===== config.mk =====
export PLATFORM = sky130hd
export DESIGN_NAME = xc_aesmix
export DESIGN_NICKNAME = d
export VERILOG_FILES = /design/src/rtl/xc_aesmix.sv
export SDC_FILE = /design/constraint.sdc
export NUM_CORES = 1
export LEC_CHECK = 0
export BUFFER_PORTS_ARGS = -buffer_cell sky130_fd_sc_hd__buf_2
export CAP_MARGIN = 20
export CORE_UTILIZATION = 55
export DETAILED_ROUTE_END_ITERATION = 10
export PLACE_DENSITY = 0.85
export REMOVE_ABC_BUFFERS = 1
export SYNTH_ARGS = -nofsm -noshare
export SYNTH_HDL_FRONTEND = slang
export SYNTH_SLANG_ARGS = --single-unit

===== constraint.sdc =====
create_clock -name clock -period 5.3 [get_ports clock]
set_input_delay 1.325 -clock clock [delete_from_list [all_inputs] [get_ports clock]]
set_output_delay 1.325 -clock clock [all_outputs]
set_load 0.01 [all_outputs]

===== src/rtl/xc_aesmix.sv =====
// AES MixColumns / InvMixColumns on one 32-bit column with the AddRoundKey XOR folded in.
// ITERATIVE=1 shares one GF(2^8) constant-multiply network over four cycles; ITERATIVE=0 is combinational.
module xc_aesmix #(
  parameter int unsigned ITERATIVE = 1
) (
  input  logic        clock,
  input  logic        reset,
  input  logic        valid,
  input  logic [31:0] rs1,
  input  logic [31:0] rs2,
  input  logic        enc,
  output logic        ready,
  output logic [31:0] result
);

  localparam int unsigned COL_W  = 32;
  localparam int unsigned BYTE_W = 8;
  localparam int unsigned CNT_W  = 2;

  function automatic logic [BYTE_W-1:0] xtime(input logic [BYTE_W-1:0] x);
    return {x[6:0], 1'b0} ^ (x[7] ? 8'h1b : 8'h00);
  endfunction

  // One output byte: row {2,3,1,1} (enc) or {E,B,D,9} (dec) applied to {x3,x2,x1,x0}.
  function automatic logic [BYTE_W-1:0] mix_byte(input logic [COL_W-1:0] col,
                                                 input logic             fwd);
    logic [BYTE_W-1:0] x  [4];
    logic [BYTE_W-1:0] x2 [4];
    logic [BYTE_W-1:0] x4 [4];
    logic [BYTE_W-1:0] x8 [4];
    logic [BYTE_W-1:0] m_enc;
    logic [BYTE_W-1:0] m_dec;
    for (int j = 0; j < 4; j++) begin
      x[j]  = col[BYTE_W*j +: BYTE_W];
      x2[j] = xtime(x[j]);
      x4[j] = xtime(x2[j]);
      x8[j] = xtime(x4[j]);
    end
    m_enc = x2[0] ^ (x2[1] ^ x[1]) ^ x[2] ^ x[3];
    m_dec = (x8[0] ^ x4[0] ^ x2[0]) ^ (x8[1] ^ x2[1] ^ x[1])
          ^ (x8[2] ^ x4[2] ^ x[2]) ^ (x8[3] ^ x[3]);
    return fwd ? m_enc : m_dec;
  endfunction

  // Rotate right by sel bytes so byte c[sel] lands in the low lane.
  function automatic logic [COL_W-1:0] rotr(input logic [COL_W-1:0] col,
                                            input logic [CNT_W-1:0] sel);
    logic [COL_W-1:0] r;
    r = col;
    case (sel)
      2'd0: r = col;
      2'd1: r = {col[7:0],  col[31:8]};
      2'd2: r = {col[15:0], col[31:16]};
      2'd3: r = {col[23:0], col[31:24]};
      default: r = col;
    endcase
    return r;
  endfunction

  generate
    if (ITERATIVE != 0) begin : g_iter
      typedef enum logic [1:0] {IDLE, BUSY, DONE} state_t;

      state_t            state_q, state_d;
      logic [CNT_W-1:0]  cnt_q;
      logic [COL_W-1:0]  opnd_q;
      logic [COL_W-1:0]  key_q;
      logic [COL_W-1:0]  acc_q;
      logic              enc_q;
      logic              ready_q;
      logic [COL_W-1:0]  result_q;
      logic              load;
      logic              step;
      logic              finish;
      logic [BYTE_W-1:0] byte_val;
      logic [COL_W-1:0]  final_col;

      always_ff @(posedge clock or posedge reset) begin
        if (reset) state_q <= IDLE;
        else       state_q <= state_d;
      end

      // Dropping valid while BUSY aborts the operation without a ready pulse.
      always_comb begin
        state_d = state_q;
        load    = 1'b0;
        step    = 1'b0;
        finish  = 1'b0;
        case (state_q)
          IDLE: begin
            if (valid) begin
              load    = 1'b1;
              state_d = BUSY;
            end
          end
          BUSY: begin
            if (!valid) begin
              state_d = IDLE;
            end else begin
              step = 1'b1;
              if (cnt_q == CNT_W'(3)) begin
                finish  = 1'b1;
                state_d = DONE;
              end
            end
          end
          DONE:    state_d = IDLE;
          default: state_d = IDLE;
        endcase
      end

      assign byte_val  = mix_byte(rotr(opnd_q, cnt_q), enc_q);
      assign final_col = {byte_val, acc_q[23:0]};

      always_ff @(posedge clock or posedge reset) begin
        if (reset) begin
          cnt_q    <= '0;
          opnd_q   <= '0;
          key_q    <= '0;
          acc_q    <= '0;
          enc_q    <= 1'b0;
          ready_q  <= 1'b0;
          result_q <= '0;
        end else begin
          ready_q <= finish;
          if (load) begin
            opnd_q <= enc ? rs1 : (rs1 ^ rs2);
            key_q  <= rs2;
            enc_q  <= enc;
            cnt_q  <= '0;
          end
          if (step) begin
            acc_q[BYTE_W*cnt_q +: BYTE_W] <= byte_val;
            cnt_q <= cnt_q + CNT_W'(1);
          end
          // Result register is written only on completion, so it holds across IDLE and aborts.
          if (finish) begin
            result_q <= enc_q ? (final_col ^ key_q) : final_col;
          end
        end
      end

      assign ready  = ready_q;
      assign result = result_q;
    end else begin : g_comb
      logic [COL_W-1:0] col;
      logic [COL_W-1:0] mixed;

      always_comb begin
        col   = enc ? rs1 : (rs1 ^ rs2);
        mixed = '0;
        for (int i = 0; i < 4; i++) begin
          mixed[BYTE_W*i +: BYTE_W] = mix_byte(rotr(col, CNT_W'(i)), enc);
        end
      end

      assign ready  = valid;
      assign result = valid ? (enc ? (mixed ^ rs2) : mixed) : '0;
    end
  endgenerate

endmodule

==> results.md <==
* Routed length per placed instance at 17.53 um
* Library cells used by synthesis at 41
* Pwr Density at ~640 nW/um2
* Number of hold-repair buffers added at the cts stage at 0
* Initial cell density of the core at 56.47%
* Actual transition at the worst max-transition pin at 0.8560 ns
* CTS buffer count at 17
* Worst Path Required at 5.59 ns
* Worst skew pair latency at 0.42 ns
* Antenna diode count at 0
* Router iterations before antenna repair at 10
* Post CTS Setup Buffer Count at 0
* Final cell count without fillers at 1,035
* Yosys warnings at 0
* Final setup violation count at 0
* Detailed-placement wirelength estimate at 11,990 um
* Proportion of layout cells with a drive suffix above 1 at a little over a fifth
* Width of the die at 118.8 um
* Crit Path Class: reg2reg
* Number of design-rule violations left by the first detailed-router iteration at 646
* Htree depth at 4
* Maximum Capacitance Violations at 0
* Pleak at 3.877 nW
* Final Net Count at 919
* Startpoint Class: flip-flop
* Post-synth design cell area at roughly 7500 um2
* Total congestion overflow at 0
* Min Clock Period, post-route at 3.785 ns
* Cts repair resizes at 0
* Clock tree root buffer cell: clkbuf_16
* Maximum buffer depth of the clock tree at 2
* Final period utilization at a little under three quarters
* Post-synthesis sequential area ratio at 41.99%
* Number of global-route vias before repair at between 5,000 and 6,000
* Via count at 5,980
* Detail Route Antenna Nets at 0
* Setup crit end kind: flip-flop
* Clock Skew at 0.009526 ns
* Mean instance size in the synthesized netlist at 9.726 um2
* Maximum number of pins on one net before global-route repair at 67
* Vert. Die Dim at ~120 um
* WL final at 18,150 um
* RSZ-0062 raised after global routing: false
* Largest driver fanout on the critical path at 20
* Critical path data arrival time at 4.08 ns
* Maximum resistive drop on vdd at 0.3602 mV
* Core Region at roughly 13,000 um2
* Worst-path clk slew at 0.06 ns
* Row cnt at 42
* Post-synthesis instance total at 772
* Global routing usage summed across all routing layers at 27.31%
* Synthesized flop and latch total at about 130
* Number of top-level design ports at 101
* Area growth from synthesis to final layout at 16.70%
* Total power of the final layout at 5.591 mW
* Top achievable clock speed at 264.2 MHz
* Path class of the lowest-slack min-delay path: reg2reg
* Dpl cells at 1,003
* Clock tree from TritonCTS: done
* Fill cell count at 1,061
* Setup slack of the most critical reg-to-reg path at 1.51 ns
* Floorplan die area at 14,120 um2
* Final Hold Vio Count at 0
* Initial antenna violation count at 0
* Max Transition Viols Final at 0
* Ratio of routed vias to standard cells at 5.778
* Status: completed
* Relative slew slack at 42.93%
* Total clock sinks at 126
* Wire length of the first global-routing pass at around 30,000 um
* Gp weighted congestion at 0.9191
* Number of buffers added on ports at 100
* Number of DRC violations after detailed routing at 0
[synth_stat cells]
library cell | n | area, um2
a211o_1 | 1 | 8.760
xor3_1 | 1 | 23.77
inv_2 | 2 | 7.510
a22o_1 | 6 | 52.55
nand3_1 | 5 | 25.02
nor2_1 | 62 | 232.7
o211ai_1 | 4 | 30.03
xnor2_1 | 93 | 814.5
o21ai_2 | 2 | 17.52
a31oi_1 | 1 | 6.260
a222oi_1 | 28 | 280.3
buf_4 | 3 | 22.52
inv_1 | 11 | 41.29
o21ai_1 | 10 | 50.05
or4b_2 | 2 | 20.02
or4_1 | 1 | 7.510
or3_1 | 1 | 6.260
a31o_2 | 1 | 8.760
o311ai_0 | 1 | 8.760
clkbuf_1 | 35 | 131.4
o21ai_0 | 33 | 165.2
a221oi_1 | 2 | 17.52
a221o_1 | 2 | 20.02
and2b_2 | 1 | 8.760
xor2_1 | 43 | 376.6
nor2b_1 | 45 | 281.5
a2111o_1 | 1 | 11.26
dfrtp_1 | 126 | 3153
mux2_2 | 33 | 371.6
buf_2 | 13 | 65.06
xnor3_1 | 12 | 270.3
nand2_1 | 77 | 289.0
o22ai_1 | 1 | 6.260
mux2i_1 | 12 | 120.1
a21oi_1 | 79 | 395.4
and2_1 | 2 | 12.51
ha_1 | 5 | 62.56
a22oi_1 | 3 | 22.52
o31ai_1 | 1 | 7.510
nand2b_1 | 6 | 37.54
buf_1 | 5 | 18.77
[power by group]
part / switching, mW / leakage (nW) / internal (mW) / total (mW)
registers: 0.251 / 1.53 / 1.23 / 1.48
logic: 1.44 / 2.02 / 1.37 / 2.81
clock network: 0.435 / 0.324 / 0.861 / 1.30
[layout make-up]
type / count / area, um2 / area share [%]
inverters: 13 / 51.30 / 0.5855
clock buffers: 19 / 452.9 / 5.169
flip-flops and latches: 126 / 3154 / 36.00
multi-input cells: 577 / 4076 / 46.52
repair buffers: 111 / 595.6 / 6.797
well taps: 176 / 220.2 / 2.513
clock inverters: 13 / 211.5 / 2.413
[final timing paths]
kind,from,to,cells after the start
max,g_iter.cnt_q[0],g_iter.acc_q[11],10
min,result[24],result[24],2
max reg2reg,g_iter.cnt_q[0],g_iter.acc_q[11],10
min reg2reg,result[24],result[24],2
max in group asynchronous,reset,g_iter.acc_q[16],3
min in group asynchronous,reset,g_iter.key_q[14],2
[sequential cells by signal (all words and copies together), names as in the netlist]
name	count
result	32
g_iter.state_q	2
ready	1
g_iter.cnt_q	2
g_iter.enc_q	1
g_iter.key_q	32
g_iter.acc_q	24
g_iter.opnd_q	32
[metal layers]
| layer | vias up | GRT usage [%] | share of wire [%] |
|---|---|---|---|
| li1 | 2805 | - | - |
| met1 | 2845 | 35.31 | 42 |
| met2 | 280 | 43.49 | 48 |
| met3 | 50 | 5.843 | 6.2 |
| met4 | 0 | 13.77 | 3.0 |
| met5 | - | 0 | 0 |
[metrics by stage]
| stage | setup slack (ns) | TNS [ns] | cell area [um2] | util (%) | hold WS (ns) |
|---|---|---|---|---|---|
| floorplan | -0.04032 | -1.290 | 7271 | - | 0.4588 |
| global placement | 1.734 | 0 | 8098 | 60.91 | 0.4804 |
| detailed placement | 1.636 | 0 | 8098 | 60.91 | 0.4854 |
| CTS | 1.582 | 0 | 8762 | 65.90 | 0.4973 |
| global route | 1.279 | 0 | 8762 | 65.90 | 0.5238 |
| finish | 1.515 | 0 | 8762 | 65.90 | 0.4860 |
[logic make-up after synthesis]
group	count (synthesis)	synth area share, %
simple gates	202	12.26
buf+inv	69	3.816
flops	126	41.99
compound gates	176	14.76
mux	45	6.549
xor+xnor	149	19.78
fa+ha+maj	5	0.8332
[worst max-delay path, stage by stage (launching register included)]
cell and delay, ns:
dfrtp_1 0.43, inv_1 0.14, ha_1 0.45, a222oi_1 0.77, xnor2_1 0.21, o21ai_2 0.09, xnor2_1 0.31, xnor3_1 0.47
xnor3_1 0.38, mux2i_1 0.29, o21ai_1 0.12
[cells in the final DEF (no fill, tap or decap), types with 28 or more instances in the layout]
cell type | synthesis | layout
nor2_1 | 62 | 61
buf_2 | 13 | 100
o21ai_0 | 33 | 33
xor2_1 | 43 | 43
a222oi_1 | 28 | 28
nor2b_1 | 45 | 45
mux2_2 | 33 | 33
dfrtp_1 | 126 | 125
xnor2_1 | 93 | 93
a21oi_1 | 79 | 79
nand2_1 | 77 | 77
Power figures use the tool's default switching activity.
